==> config.mk <==
export PLATFORM = sky130hd
export DESIGN_NAME = key_gfunc_serial_flat
export DESIGN_NICKNAME = d
export VERILOG_FILES = /design/src/rtl/key_gfunc_serial_if.sv /design/src/rtl/key_gfunc_serial.sv /design/src/flat_wrapper.sv
export SDC_FILE = /design/constraint.sdc
export NUM_CORES = 1
export LEC_CHECK = 0
export BUFFER_PORTS_ARGS = -buffer_cell sky130_fd_sc_hd__buf_2
export CAP_MARGIN = 0
export CORE_MARGIN = 2
export CORE_UTILIZATION = 56
export CTS_BUF_LIST = sky130_fd_sc_hd__clkbuf_2 sky130_fd_sc_hd__clkbuf_4 sky130_fd_sc_hd__clkbuf_8
export DETAILED_ROUTE_END_ITERATION = 12
export MAX_ROUTING_LAYER = met4
export PLACE_DENSITY_LB_ADDON = 0.2
export SLEW_MARGIN = 25
export SYNTH_ARGS = -nofsm -noshare
export SYNTH_HDL_FRONTEND = slang
export SYNTH_SLANG_ARGS = --single-unit
export TNS_END_PERCENT = 20
==> constraint.sdc <==
create_clock -name clk_i -period 8.16 [get_ports clk_i]
set_input_delay 0.408 -clock clk_i [delete_from_list [all_inputs] [get_ports clk_i]]
set_output_delay 0.408 -clock clk_i [all_outputs]
set_load 0.005 [all_outputs]
==> src/rtl/key_gfunc_serial_if.sv <==
// Handshake/data bundle between the AES-128 key-expansion g-function stage and its neighbours.
// The master side drives control and the previous key; the slave side returns g(w3) and the key copy.
interface key_gfunc_serial_if;
  logic         init_i;
  logic         start_i;
  logic [127:0] key_prev_i;
  logic         ready_i;
  logic [31:0]  word_o;
  logic [127:0] key_o;
  logic         valid_o;
  logic         busy_o;
  logic [3:0]   round_o;
  logic         done_o;

  modport master (
    output init_i, start_i, key_prev_i, ready_i,
    input  word_o, key_o, valid_o, busy_o, round_o, done_o
  );

  modport slave (
    input  init_i, start_i, key_prev_i, ready_i,
    output word_o, key_o, valid_o, busy_o, round_o, done_o
  );
endinterface

==> src/rtl/key_gfunc_serial.sv <==
// AES-128 key-expansion g-function: g(w3) = SubWord(RotWord(w3)) ^ {Rcon,24'h0}, computed with
// SBOX_LANES time-multiplexed S-boxes. Owns the round counter and Rcon, and forwards the previous key.
module key_gfunc_serial #(
  parameter int SBOX_LANES = 1,
  parameter int NUM_ROUNDS = 10
) (
  input  logic              clk_i,
  input  logic              rst_i,
  key_gfunc_serial_if.slave bus
);

  typedef enum logic [1:0] {IDLE, SUB, OUT} state_t;

  localparam logic [2:0] LANES_W    = 3'(SBOX_LANES);
  localparam logic [2:0] LAST_IDX   = 3'(4 - SBOX_LANES);
  localparam logic [3:0] LAST_ROUND = 4'(NUM_ROUNDS);

  localparam logic [7:0] SBOX [256] = '{
    8'h63,8'h7c,8'h77,8'h7b,8'hf2,8'h6b,8'h6f,8'hc5,8'h30,8'h01,8'h67,8'h2b,8'hfe,8'hd7,8'hab,8'h76,
    8'hca,8'h82,8'hc9,8'h7d,8'hfa,8'h59,8'h47,8'hf0,8'had,8'hd4,8'ha2,8'haf,8'h9c,8'ha4,8'h72,8'hc0,
    8'hb7,8'hfd,8'h93,8'h26,8'h36,8'h3f,8'hf7,8'hcc,8'h34,8'ha5,8'he5,8'hf1,8'h71,8'hd8,8'h31,8'h15,
    8'h04,8'hc7,8'h23,8'hc3,8'h18,8'h96,8'h05,8'h9a,8'h07,8'h12,8'h80,8'he2,8'heb,8'h27,8'hb2,8'h75,
    8'h09,8'h83,8'h2c,8'h1a,8'h1b,8'h6e,8'h5a,8'ha0,8'h52,8'h3b,8'hd6,8'hb3,8'h29,8'he3,8'h2f,8'h84,
    8'h53,8'hd1,8'h00,8'hed,8'h20,8'hfc,8'hb1,8'h5b,8'h6a,8'hcb,8'hbe,8'h39,8'h4a,8'h4c,8'h58,8'hcf,
    8'hd0,8'hef,8'haa,8'hfb,8'h43,8'h4d,8'h33,8'h85,8'h45,8'hf9,8'h02,8'h7f,8'h50,8'h3c,8'h9f,8'ha8,
    8'h51,8'ha3,8'h40,8'h8f,8'h92,8'h9d,8'h38,8'hf5,8'hbc,8'hb6,8'hda,8'h21,8'h10,8'hff,8'hf3,8'hd2,
    8'hcd,8'h0c,8'h13,8'hec,8'h5f,8'h97,8'h44,8'h17,8'hc4,8'ha7,8'h7e,8'h3d,8'h64,8'h5d,8'h19,8'h73,
    8'h60,8'h81,8'h4f,8'hdc,8'h22,8'h2a,8'h90,8'h88,8'h46,8'hee,8'hb8,8'h14,8'hde,8'h5e,8'h0b,8'hdb,
    8'he0,8'h32,8'h3a,8'h0a,8'h49,8'h06,8'h24,8'h5c,8'hc2,8'hd3,8'hac,8'h62,8'h91,8'h95,8'he4,8'h79,
    8'he7,8'hc8,8'h37,8'h6d,8'h8d,8'hd5,8'h4e,8'ha9,8'h6c,8'h56,8'hf4,8'hea,8'h65,8'h7a,8'hae,8'h08,
    8'hba,8'h78,8'h25,8'h2e,8'h1c,8'ha6,8'hb4,8'hc6,8'he8,8'hdd,8'h74,8'h1f,8'h4b,8'hbd,8'h8b,8'h8a,
    8'h70,8'h3e,8'hb5,8'h66,8'h48,8'h03,8'hf6,8'h0e,8'h61,8'h35,8'h57,8'hb9,8'h86,8'hc1,8'h1d,8'h9e,
    8'he1,8'hf8,8'h98,8'h11,8'h69,8'hd9,8'h8e,8'h94,8'h9b,8'h1e,8'h87,8'he9,8'hce,8'h55,8'h28,8'hdf,
    8'h8c,8'ha1,8'h89,8'h0d,8'hbf,8'he6,8'h42,8'h68,8'h41,8'h99,8'h2d,8'h0f,8'hb0,8'h54,8'hbb,8'h16
  };

  function automatic logic [7:0] xtime(input logic [7:0] r);
    return {r[6:0], 1'b0} ^ (r[7] ? 8'h1b : 8'h00);
  endfunction

  state_t       r_state,    w_state_nx;
  logic [31:0]  r_work,     w_work_nx;
  logic [2:0]   r_byte_idx, w_byte_idx_nx;
  logic [31:0]  r_word,     w_word_nx;
  logic [127:0] r_key,      w_key_nx;
  logic [3:0]   r_round,    w_round_nx;
  logic [7:0]   r_rcon,     w_rcon_nx;
  logic         r_done,     w_done_nx;
  logic [31:0]  w_subst;
  logic [31:0]  w_sub;

  // The top SBOX_LANES bytes are substituted and the word rotated left, so after 4/SBOX_LANES
  // steps every byte has passed through an S-box and sits back in its original position.
  always_comb begin
    w_subst = r_work;
    for (int l = 0; l < SBOX_LANES; l++) begin
      w_subst[31 - 8*l -: 8] = SBOX[r_work[31 - 8*l -: 8]];
    end
    w_sub = (w_subst << (8*SBOX_LANES)) | (w_subst >> (32 - 8*SBOX_LANES));
  end

  // NOTE: every next-state signal gets a default first, so no path through the case leaves one unassigned and no latch is inferred.
  always_comb begin
    w_state_nx    = r_state;
    w_work_nx     = r_work;
    w_byte_idx_nx = r_byte_idx;
    w_word_nx     = r_word;
    w_key_nx      = r_key;
    w_round_nx    = r_round;
    w_rcon_nx     = r_rcon;
    w_done_nx     = r_done;

    unique case (r_state)
      IDLE: begin
        if (bus.start_i && !r_done) begin
          w_key_nx      = bus.key_prev_i;
          w_work_nx     = {bus.key_prev_i[23:0], bus.key_prev_i[31:24]};
          w_byte_idx_nx = '0;
          w_state_nx    = SUB;
        end
      end
      SUB: begin
        w_work_nx     = w_sub;
        w_byte_idx_nx = r_byte_idx + LANES_W;
        if (r_byte_idx == LAST_IDX) begin
          w_word_nx  = w_sub ^ {r_rcon, 24'h0};
          w_state_nx = OUT;
        end
      end
      OUT: begin
        if (bus.ready_i) begin
          w_state_nx = IDLE;
          if (r_round == LAST_ROUND) begin
            w_done_nx = 1'b1;
          end else begin
            w_round_nx = r_round + 4'd1;
            w_rcon_nx  = xtime(r_rcon);
          end
        end
      end
      default: w_state_nx = IDLE;
    endcase

    // Restart overrides everything but leaves the last published word and key visible.
    if (bus.init_i) begin
      w_state_nx = IDLE;
      w_word_nx  = r_word;
      w_key_nx   = r_key;
      w_round_nx = 4'd1;
      w_rcon_nx  = 8'h01;
      w_done_nx  = 1'b0;
    end
  end

  // NOTE: sequential state uses non-blocking assignments so every register samples pre-edge values.
  always_ff @(posedge clk_i or posedge rst_i) begin
    if (rst_i) begin
      r_state    <= IDLE;
      r_work     <= '0;
      r_byte_idx <= '0;
      r_word     <= '0;
      r_key      <= '0;
      r_round    <= 4'd1;
      r_rcon     <= 8'h01;
      r_done     <= 1'b0;
    end else begin
      r_state    <= w_state_nx;
      r_work     <= w_work_nx;
      r_byte_idx <= w_byte_idx_nx;
      r_word     <= w_word_nx;
      r_key      <= w_key_nx;
      r_round    <= w_round_nx;
      r_rcon     <= w_rcon_nx;
      r_done     <= w_done_nx;
    end
  end

  assign bus.word_o  = r_word;
  assign bus.key_o   = r_key;
  assign bus.valid_o = (r_state == OUT);
  assign bus.busy_o  = (r_state != IDLE);
  assign bus.round_o = r_round;
  assign bus.done_o  = r_done;

endmodule

==> src/flat_wrapper.sv <==
// flat-port wrapper written by rule: the top's interface ports become plain ports
module key_gfunc_serial_flat 
#(
  parameter int SBOX_LANES = 1,
  parameter int NUM_ROUNDS = 10
)
  (clk_i, rst_i, bus_init_i, bus_start_i, bus_key_prev_i, bus_ready_i, bus_word_o, bus_key_o, bus_valid_o, bus_busy_o, bus_round_o, bus_done_o);
  key_gfunc_serial_if bus_i ();
  input  logic clk_i;
  input  logic rst_i;
  input wire logic [$bits(bus_i.init_i)-1:0] bus_init_i;
  input wire logic [$bits(bus_i.start_i)-1:0] bus_start_i;
  input wire logic [$bits(bus_i.key_prev_i)-1:0] bus_key_prev_i;
  input wire logic [$bits(bus_i.ready_i)-1:0] bus_ready_i;
  output wire logic [$bits(bus_i.word_o)-1:0] bus_word_o;
  output wire logic [$bits(bus_i.key_o)-1:0] bus_key_o;
  output wire logic [$bits(bus_i.valid_o)-1:0] bus_valid_o;
  output wire logic [$bits(bus_i.busy_o)-1:0] bus_busy_o;
  output wire logic [$bits(bus_i.round_o)-1:0] bus_round_o;
  output wire logic [$bits(bus_i.done_o)-1:0] bus_done_o;
  assign bus_i.init_i = bus_init_i;
  assign bus_i.start_i = bus_start_i;
  assign bus_i.key_prev_i = bus_key_prev_i;
  assign bus_i.ready_i = bus_ready_i;
  assign bus_word_o = bus_i.word_o;
  assign bus_key_o = bus_i.key_o;
  assign bus_valid_o = bus_i.valid_o;
  assign bus_busy_o = bus_i.busy_o;
  assign bus_round_o = bus_i.round_o;
  assign bus_done_o = bus_i.done_o;
  key_gfunc_serial #(.SBOX_LANES(SBOX_LANES), .NUM_ROUNDS(NUM_ROUNDS)) u_core (.clk_i(clk_i), .rst_i(rst_i), .bus(bus_i));
endmodule
==> impl_metrics.json, run 1 <==
{
  "status": "finished, violations left",
  "violations": "hold timing",
  "antenna_found_initial": 2,
  "drt_iter0_markers": 1267,
  "worstPathArrival_ns": 4.33,
  "crit_type": "reg2reg",
  "synthSimpleGateAreaFrac": 0.115,
  "nets": 1560,
  "yosys_most_used_dff": "dfrtp_1",
  "startpoint_type": "flip-flop",
  "holdWs_ns": -0.0374,
  "dr.pass1.iters": 7,
  "ctsResizeCount": 0,
  "hold_viol_final": 52,
  "avgSynthCellArea_um2": 10.1,
  "rsz0062_at_grt": "no",
  "grt_usage": 0.391,
  "finalInstanceArea_um2": 14000,
  "place_area_um2": 13200,
  "place_hpwl_um": 29700,
  "core.rowCount": 53,
  "timing.rr.start": "u_core.r_work[25]$_DFFE_PP0P_",
  "hold_buffers": 0,
  "ys_types": 74,
  "ant_nets": 0,
  "final_common_cell": "buf_2",
  "total_power_w": 0.00411,
  "slew_headroom": 0.379,
  "crit_required_ns": 8.59,
  "vdd_drop_max_uv": 247,
  "cp-startpoint": "u_core.r_work[25]$_DFFE_PP0P_",
  "ys.warnings.count": 0,
  "dr_total_vias": 10954,
  "n_fill_cell": 1627,
  "synth_compound_area_frac": 0.179,
  "slew_viol_final": 0,
  "htreeDepth": 2,
  "crit_path_end_kind": "flip-flop",
  "yosysSeqAreaShare": 0.446,
  "tightest_slew_ns": 0.932,
  "first_global_vias": 10778,
  "core_area_um2": 20800,
  "final.min_clock_period_ns": 3.90,
  "insertion_delay_ns": 0.56,
  "wl_um": 42900,
  "synthMuxAreaShare": 0.172,
  "post_route_cells_drive_above_1_share": 0.385,
  "synth-seq-cells": 210,
  "io_buffers": 299,
  "netlist_area_um2": 11800,
  "die_area_um2": 22200,
  "clk_path_buf_depth": 3,
  "cts_made_buffers": 35,
  "final_cell_mix": "buf_2 (299), dfrtp_1 (205), mux2_2 (146)",
  "syn_nets": 1313,
  "finalSetupViolCount": 0,
  "ios": 300,
  "grt_max_degree": 146,
  "max_freq_mhz": 256,
  "tns_ns": 0,
  "cts_tree": "yes",
  "hp-class": "in2async",
  "synth_top_family_by_area": "compound AO/OA/AOI/OAI gates",
  "p_leak_nw": 6.35,
  "routabilityCongestion": 1.02,
  "die_w_um": 149,
  "p_per_area_nw_per_um2": 294,
  "synth_xor_area_frac": 0.0119,
  "grt_pass1_wl_um": 63800,
  "clkTransAtPathRegs_ns": 0.06,
  "overflow": 0,
  "syn_inst": 1161,
  "finalCritPeriodShare": 0.478,
  "routedWlPerCell_um": 25.1,
  "syn_to_final_growth_pct": 18.6,
  "post-cts-setup-buffers": 0,
  "skew_ns": 0.0203,
  "drv_cap": 0,
  "root_buffer": "clkbuf_8",
  "chipHeight_um": 149,
  "cts.sinks": 210,
  "synth_edf_count": 0,
  "start_util": 0.566,
  "drc": 0,
  "crit_fanout": 41,
  "vias_per_cell": 6.41,
  "async_flop_share": 1.00,
  "synthAdderAreaFrac": 0.0202
}
cells in the mapped netlist, types with 7 or more instances:
master | number | share of area
a21oi_1 | 73 | 0.031
o211ai_1 | 13 | 0.0083
nor2b_1 | 17 | 0.0090
buf_4 | 16 | 0.010
o31ai_1 | 12 | 0.0076
a221oi_1 | 7 | 0.0052
nor3_1 | 23 | 0.0098
mux2i_1 | 34 | 0.029
buf_6 | 10 | 0.0096
o21ai_0 | 84 | 0.036
ha_1 | 19 | 0.020
a22oi_1 | 9 | 0.0057
buf_2 | 47 | 0.020
dfrtp_1 | 208 | 0.44
clkbuf_1 | 32 | 0.010
inv_1 | 15 | 0.0048
a311oi_1 | 8 | 0.0059
nand2_1 | 91 | 0.029
nor2_1 | 82 | 0.026
a211oi_1 | 24 | 0.015
nand2b_1 | 24 | 0.013
and2_1 | 8 | 0.0042
nand3_1 | 17 | 0.0072
xnor2_1 | 12 | 0.0089
mux2_2 | 146 | 0.14
a31oi_1 | 12 | 0.0064
o311ai_0 | 8 | 0.0059
routing by layer:
layer | GRT usage | wire length, um | part of all wire
met5 | - | 0 | 0
met4 | 0.175 | 2020 | 0.047
met3 | 0.0936 | 4210 | 0.098
met2 | 0.591 | 20100 | 0.47
met1 | 0.503 | 16600 | 0.39
cells by family (layout without fill, tap and decap cells):
logic type / count (synthesis) / after routing
muxes: 182 / 182
AOI/OAI and AO/OA: 320 / 320
other: 0 / 2
adders and majority gates: 19 / 19
and+or+nand+nor: 290 / 290
DFF: 210 / 210
buffers and inverters: 124 / 396
xor gates and xnor gates: 16 / 16
sequential cells by signal, indices dropped and copies added (netlist names):
name                flops
u_core.bus.word_o      32
u_core.bus.key_o      128
u_core.bus.done_o       1
u_core.r_work          32
u_core.r_byte_idx       3
u_core.r_rcon           8
u_core.r_state          2
u_core.bus.round_o      4
stage by stage:
stage               hold WS [ns]   util  std cells  worst slack, ns
floorplan                  0.450      -       1161             2.02
global route              0.0258  0.671       1710             4.25
finish                   -0.0374  0.671       1710             4.26
global placement           0.463  0.633       1646             4.44
detailed placement         0.480  0.633       1646             4.50
CTS                       0.0680  0.670       1708             4.49
where the power goes:
group	switching [W]	internal [W]	total [W]
clock	0.000455	0.000587	0.00104
sequential	0.000191	0.00130	0.00149
combinational	0.000959	0.000620	0.00158
layout make-up:
type,count,area (um^2),area share
tap,275,344,0.0246
clock buffer,53,661,0.0473
clock inverter,9,110,0.00788
sequential,210,5260,0.377
inverter,19,83.8,0.00600
multi-input combinational,827,5890,0.421
antenna,2,5.00,0.000358
timing repair buffer,315,1620,0.116
critical path: stages, from the launching register on:
cell and delay [ns]:
dfrtp_1 0.33, buf_4 0.43, inv_2 0.25, ha_1 0.68
nand2b_1 0.50, o21ai_0 0.28, nor2_1 0.10, a211oi_1 0.43
o21ai_0 0.25, a32oi_1 0.40, a21oi_1 0.12
final timing paths:
path | depth (start not counted) | slack (ns) | endpoint
max | 10 | 4.26 | u_core.bus.word_o[1]$_DFFE_PP0P_
min | 2 | -0.04 | u_core.bus.key_o[54]$_DFFE_PP0P_
max reg2reg | 10 | 4.26 | u_core.bus.word_o[1]$_DFFE_PP0P_
min reg2reg | 1 | 0.50 | u_core.r_byte_idx[0]$_DFFE_PP0P_
max in group asynchronous | 3 | 6.71 | u_core.r_work[26]$_DFFE_PP0P_
min in group clk_i | 2 | 0.08 | u_core.bus.key_o[52]$_DFFE_PP0P_
Note: power is estimated with default switching activity, not from simulation.
==> run 2: changes to the inputs <==
--- a/config.mk
+++ b/config.mk
@@ -5,10 +5,11 @@
 export SDC_FILE = /design/constraint.sdc
 export NUM_CORES = 1
 export LEC_CHECK = 0
+export ABC_AREA = 1
 export BUFFER_PORTS_ARGS = -buffer_cell sky130_fd_sc_hd__buf_2
 export CAP_MARGIN = 0
 export CORE_MARGIN = 2
-export CORE_UTILIZATION = 56
+export CORE_UTILIZATION = 50
 export CTS_BUF_LIST = sky130_fd_sc_hd__clkbuf_2 sky130_fd_sc_hd__clkbuf_4 sky130_fd_sc_hd__clkbuf_8
 export DETAILED_ROUTE_END_ITERATION = 12
 export MAX_ROUTING_LAYER = met4
==> constraint.sdc (replaced) <==
create_clock -name clk_i -period 3.5 [get_ports clk_i]
set_input_delay 0.175 -clock clk_i [delete_from_list [all_inputs] [get_ports clk_i]]
set_output_delay 0.175 -clock clk_i [all_outputs]
set_load 0.005 [all_outputs]
==> run 2 against run 1 <==
Net effect: the flow now finishes without violations; highest routed layer unchanged; largest cell class is now flip-flops and latches; register-to-register slack worse by 3.4 ns; sequential share of layout area down 2.6 points; sequential power grew to 2.5 times the previous value; routed wire length is 15% higher.
==> impl_metrics.json, run 2 <==
{
  "status": "complete, no violations",
  "r2r_end": "u_core.r_work[1]$_DFFE_PP0P_",
  "netlist_area_um2": 11100,
  "p_int_w": 0.00667,
  "dr.pass1.iters": 5,
  "finalInstanceArea_um2": 15000,
  "final_cell_mix": "nand2_1 (313), buf_2 (299), nand3_1 (214)",
  "core.rowCount": 54,
  "max_freq_mhz": 372,
  "final-seq-area_um2": 5260,
  "startpoint_type": "flip-flop",
  "ctsResizeCount": 0,
  "yosys_most_used_dff": "dfrtp_1",
  "ios": 300,
  "largest_reg_flops": 128,
  "yosysSeqAreaShare": 0.472,
  "yosysMostFrequentCell": "nand2_1",
  "clk_path_buf_depth": 3,
  "tightest_slew_ns": 0.928,
  "synth_xor_area_frac": 0.00708,
  "synth_edf_count": 0,
  "cp_common_cell": "nand2_1",
  "finalCritPeriodShare": 0.768,
  "async_flop_share": 1.00,
  "core_area_um2": 21800,
  "wl_um": 49200,
  "holdWs_ns": 0.120,
  "avgSynthCellArea_um2": 8.68,
  "tns_ns": 0,
  "cts_tree": "yes",
  "antenna_found_initial": 10,
  "grt_usage": 0.429,
  "die_w_um": 153,
  "slowest_stage": "dfrtp_1",
  "post_route_cells_drive_above_1_share": 0.309,
  "crit_required_ns": 3.97,
  "drc": 0,
  "slew_viol_final": 0,
  "reg2reg_depth": 15,
  "rsz0062_at_grt": "no",
  "synth-seq-cells": 210,
  "timing.rr.start": "u_core.r_work[25]$_DFFE_PP0P_",
  "overflow": 0,
  "synth_top_area_cell": "dfrtp_1",
  "skew_ns": 0.0433,
  "worstPathArrival_ns": 3.16,
  "swShare": 0.457,
  "n_fill_cell": 1669,
  "cts_made_buffers": 37,
  "crit_path_max_incr_delay_ns": 0.38,
  "ys.warnings.count": 0,
  "syn_to_final_growth_pct": 34.7,
  "synth_top_family_by_area": "simple AND/OR/NAND/NOR gates",
  "first_global_vias": 12472,
  "cts.sinks": 210,
  "finalSetupViolCount": 0,
  "synth.area.top_cells": "dfrtp_1 (47%), mux2_2 (12%), nand2_1 (11%), nand3_1 (9.6%), o21ai_0 (3.5%)",
  "final_common_cell": "nand2_1",
  "crit_type": "reg2reg",
  "pre_cts_ws_ns": 0.922,
  "htreeDepth": 2,
  "cp_top_family": "simple AND/OR/NAND/NOR gates",
  "drv_cap": 0,
  "slew_headroom": 0.381,
  "io_buffers": 299,
  "hold_buffers": 132,
  "synth_top_area_frac": 0.467,
  "ant_nets": 0,
  "hold_viol_final": 0,
  "synth_compound_area_frac": 0.0793,
  "nets": 1850,
  "fin_ws_ns": 0.813,
  "synthAdderAreaFrac": 0.0213,
  "multiInputGateArea_um2": 5180,
  "chipHeight_um": 153,
  "grt_max_degree": 124,
  "insertion_delay_ns": 0.55,
  "seqPwrFrac": 0.303,
  "root_buffer": "clkbuf_8",
  "routedWlPerCell_um": 24.4,
  "vias_per_cell": 5.96,
  "crit_buf_inv": 3,
  "dr_total_vias": 12021,
  "post-cts-setup-buffers": 0,
  "crit_fanout": 11,
  "place_hpwl_um": 31000,
  "start_util": 0.510,
  "synthSimpleGateAreaFrac": 0.232,
  "final.min_clock_period_ns": 2.69,
  "syn_nets": 1435,
  "synth_common_cells": "nand2_1 (313), nand3_1 (214), dfrtp_1 (208)",
  "place_area_um2": 12900,
  "drt_iter0_markers": 1341,
  "grt_pass1_wl_um": 75000,
  "fin_util": 0.687,
  "hp-class": "in2async",
  "clkTransAtPathRegs_ns": 0.08,
  "p_leak_nw": 7.54,
  "pwr-share-comb": 0.495,
  "p_per_area_nw_per_um2": 820,
  "cp_num_cells": 15,
  "crit_path_end_kind": "flip-flop",
  "rrSetupSlack_ns": 0.81,
  "switching_power_w": 0.00562,
  "syn_inst": 1283,
  "ys_types": 34,
  "crit_chain": "inv_1 > ha_1 > inv_1 > nand2_1 > nand2_1 > inv_2 > nand2_1 > nand3_1 > nand2_1 > nand2_1 > nand3_1 > nand3_1 > nand2_1 > nand2_1 > nand2_1",
  "clkPwrFrac": 0.201,
  "synthMuxAreaShare": 0.124,
  "routabilityCongestion": 1.14,
  "vdd_drop_max_uv": 574,
  "die_area_um2": 23500
}
run 2: cell count changes in the layout (fill, tap and decap cells not counted), moves of 34 or more:
cell / previous run / this run
nand2_1: 91 / 313
inv_1: 14 / 84
a21oi_1: 73 / 23
nand3_1: 17 / 214
nor2_1: 82 / 41
dlygate4sd3_1: 0 / 132
mux2i_1: 34 / 0
run 2: power groups by stage:
stage	combinational [W]	clock, W	sequential [W]
final	0.00609	0.00247	0.00373
after global routing	0.00651	0.00258	0.00379
after CTS	0.00576	0.00242	0.00363
after detailed placement	0.00560	0	0.00365
after global placement	0.00572	0	0.00361
after floorplan	0.00331	0	0.00367
run 2: area by class of cell:
class,instances,area share
sequential,210,0.350
multi-input combinational,901,0.345
timing repair buffer,456,0.203
clock buffer,59,0.0491
tap,280,0.0234
inverter,92,0.0233
clock inverter,8,0.00417
antenna,10,0.00167
run 2: cells by family after synthesis:
| group | Yosys count |
|---|---|
| compound gates | 153 |
| xor+xnor | 9 |
| fa+ha+maj | 19 |
| buf+inv | 172 |
| flops | 210 |
| simple gates | 597 |
| mux | 123 |
run 2: metal layers:
| metal | vias up | GRT usage | share of wire |
|---|---|---|---|
| li1 | 5169 | - | - |
| met4 | 0 | 0.267 | 0.074 |
| met5 | - | - | 0 |
| met3 | 243 | 0.0998 | 0.10 |
| met2 | 853 | 0.663 | 0.46 |
| met1 | 5756 | 0.509 | 0.37 |
run 2: worst max path at each step:
stage	startpoint	end
3_3_place_gp	u_core.r_work[25]$_DFFE_PP0P_	u_core.bus.word_o[1]$_DFFE_PP0P_
2_1_floorplan	rst_i	u_core.bus.done_o$_DFFE_PP0P_
5_1_grt	u_core.r_work[25]$_DFFE_PP0P_	u_core.r_work[1]$_DFFE_PP0P_
3_5_place_dp	u_core.r_work[25]$_DFFE_PP0P_	u_core.r_work[1]$_DFFE_PP0P_
6_report	u_core.r_work[25]$_DFFE_PP0P_	u_core.r_work[1]$_DFFE_PP0P_
4_1_cts	u_core.r_work[25]$_DFFE_PP0P_	u_core.r_work[1]$_DFFE_PP0P_
run 2: per-stage QoR:
stage	total power [W]	std cells
3_5_place_dp	0.00925	1807
3_3_place_gp	0.00933	1807
6_report	0.0123	2016
5_1_grt	0.0129	2016
4_1_cts	0.0118	2006
2_1_floorplan	0.00699	1283
run 2: worst register-to-register path: stages (launching register included):
cell and delay [ns]:
dfrtp_1 0.38, inv_1 0.31, ha_1 0.37, inv_1 0.13
nand2_1 0.24, nand2_1 0.30, inv_2 0.11, nand2_1 0.11
nand3_1 0.07, nand2_1 0.08, nand2_1 0.06, nand3_1 0.10
nand3_1 0.08, nand2_1 0.14, nand2_1 0.07, nand2_1 0.08
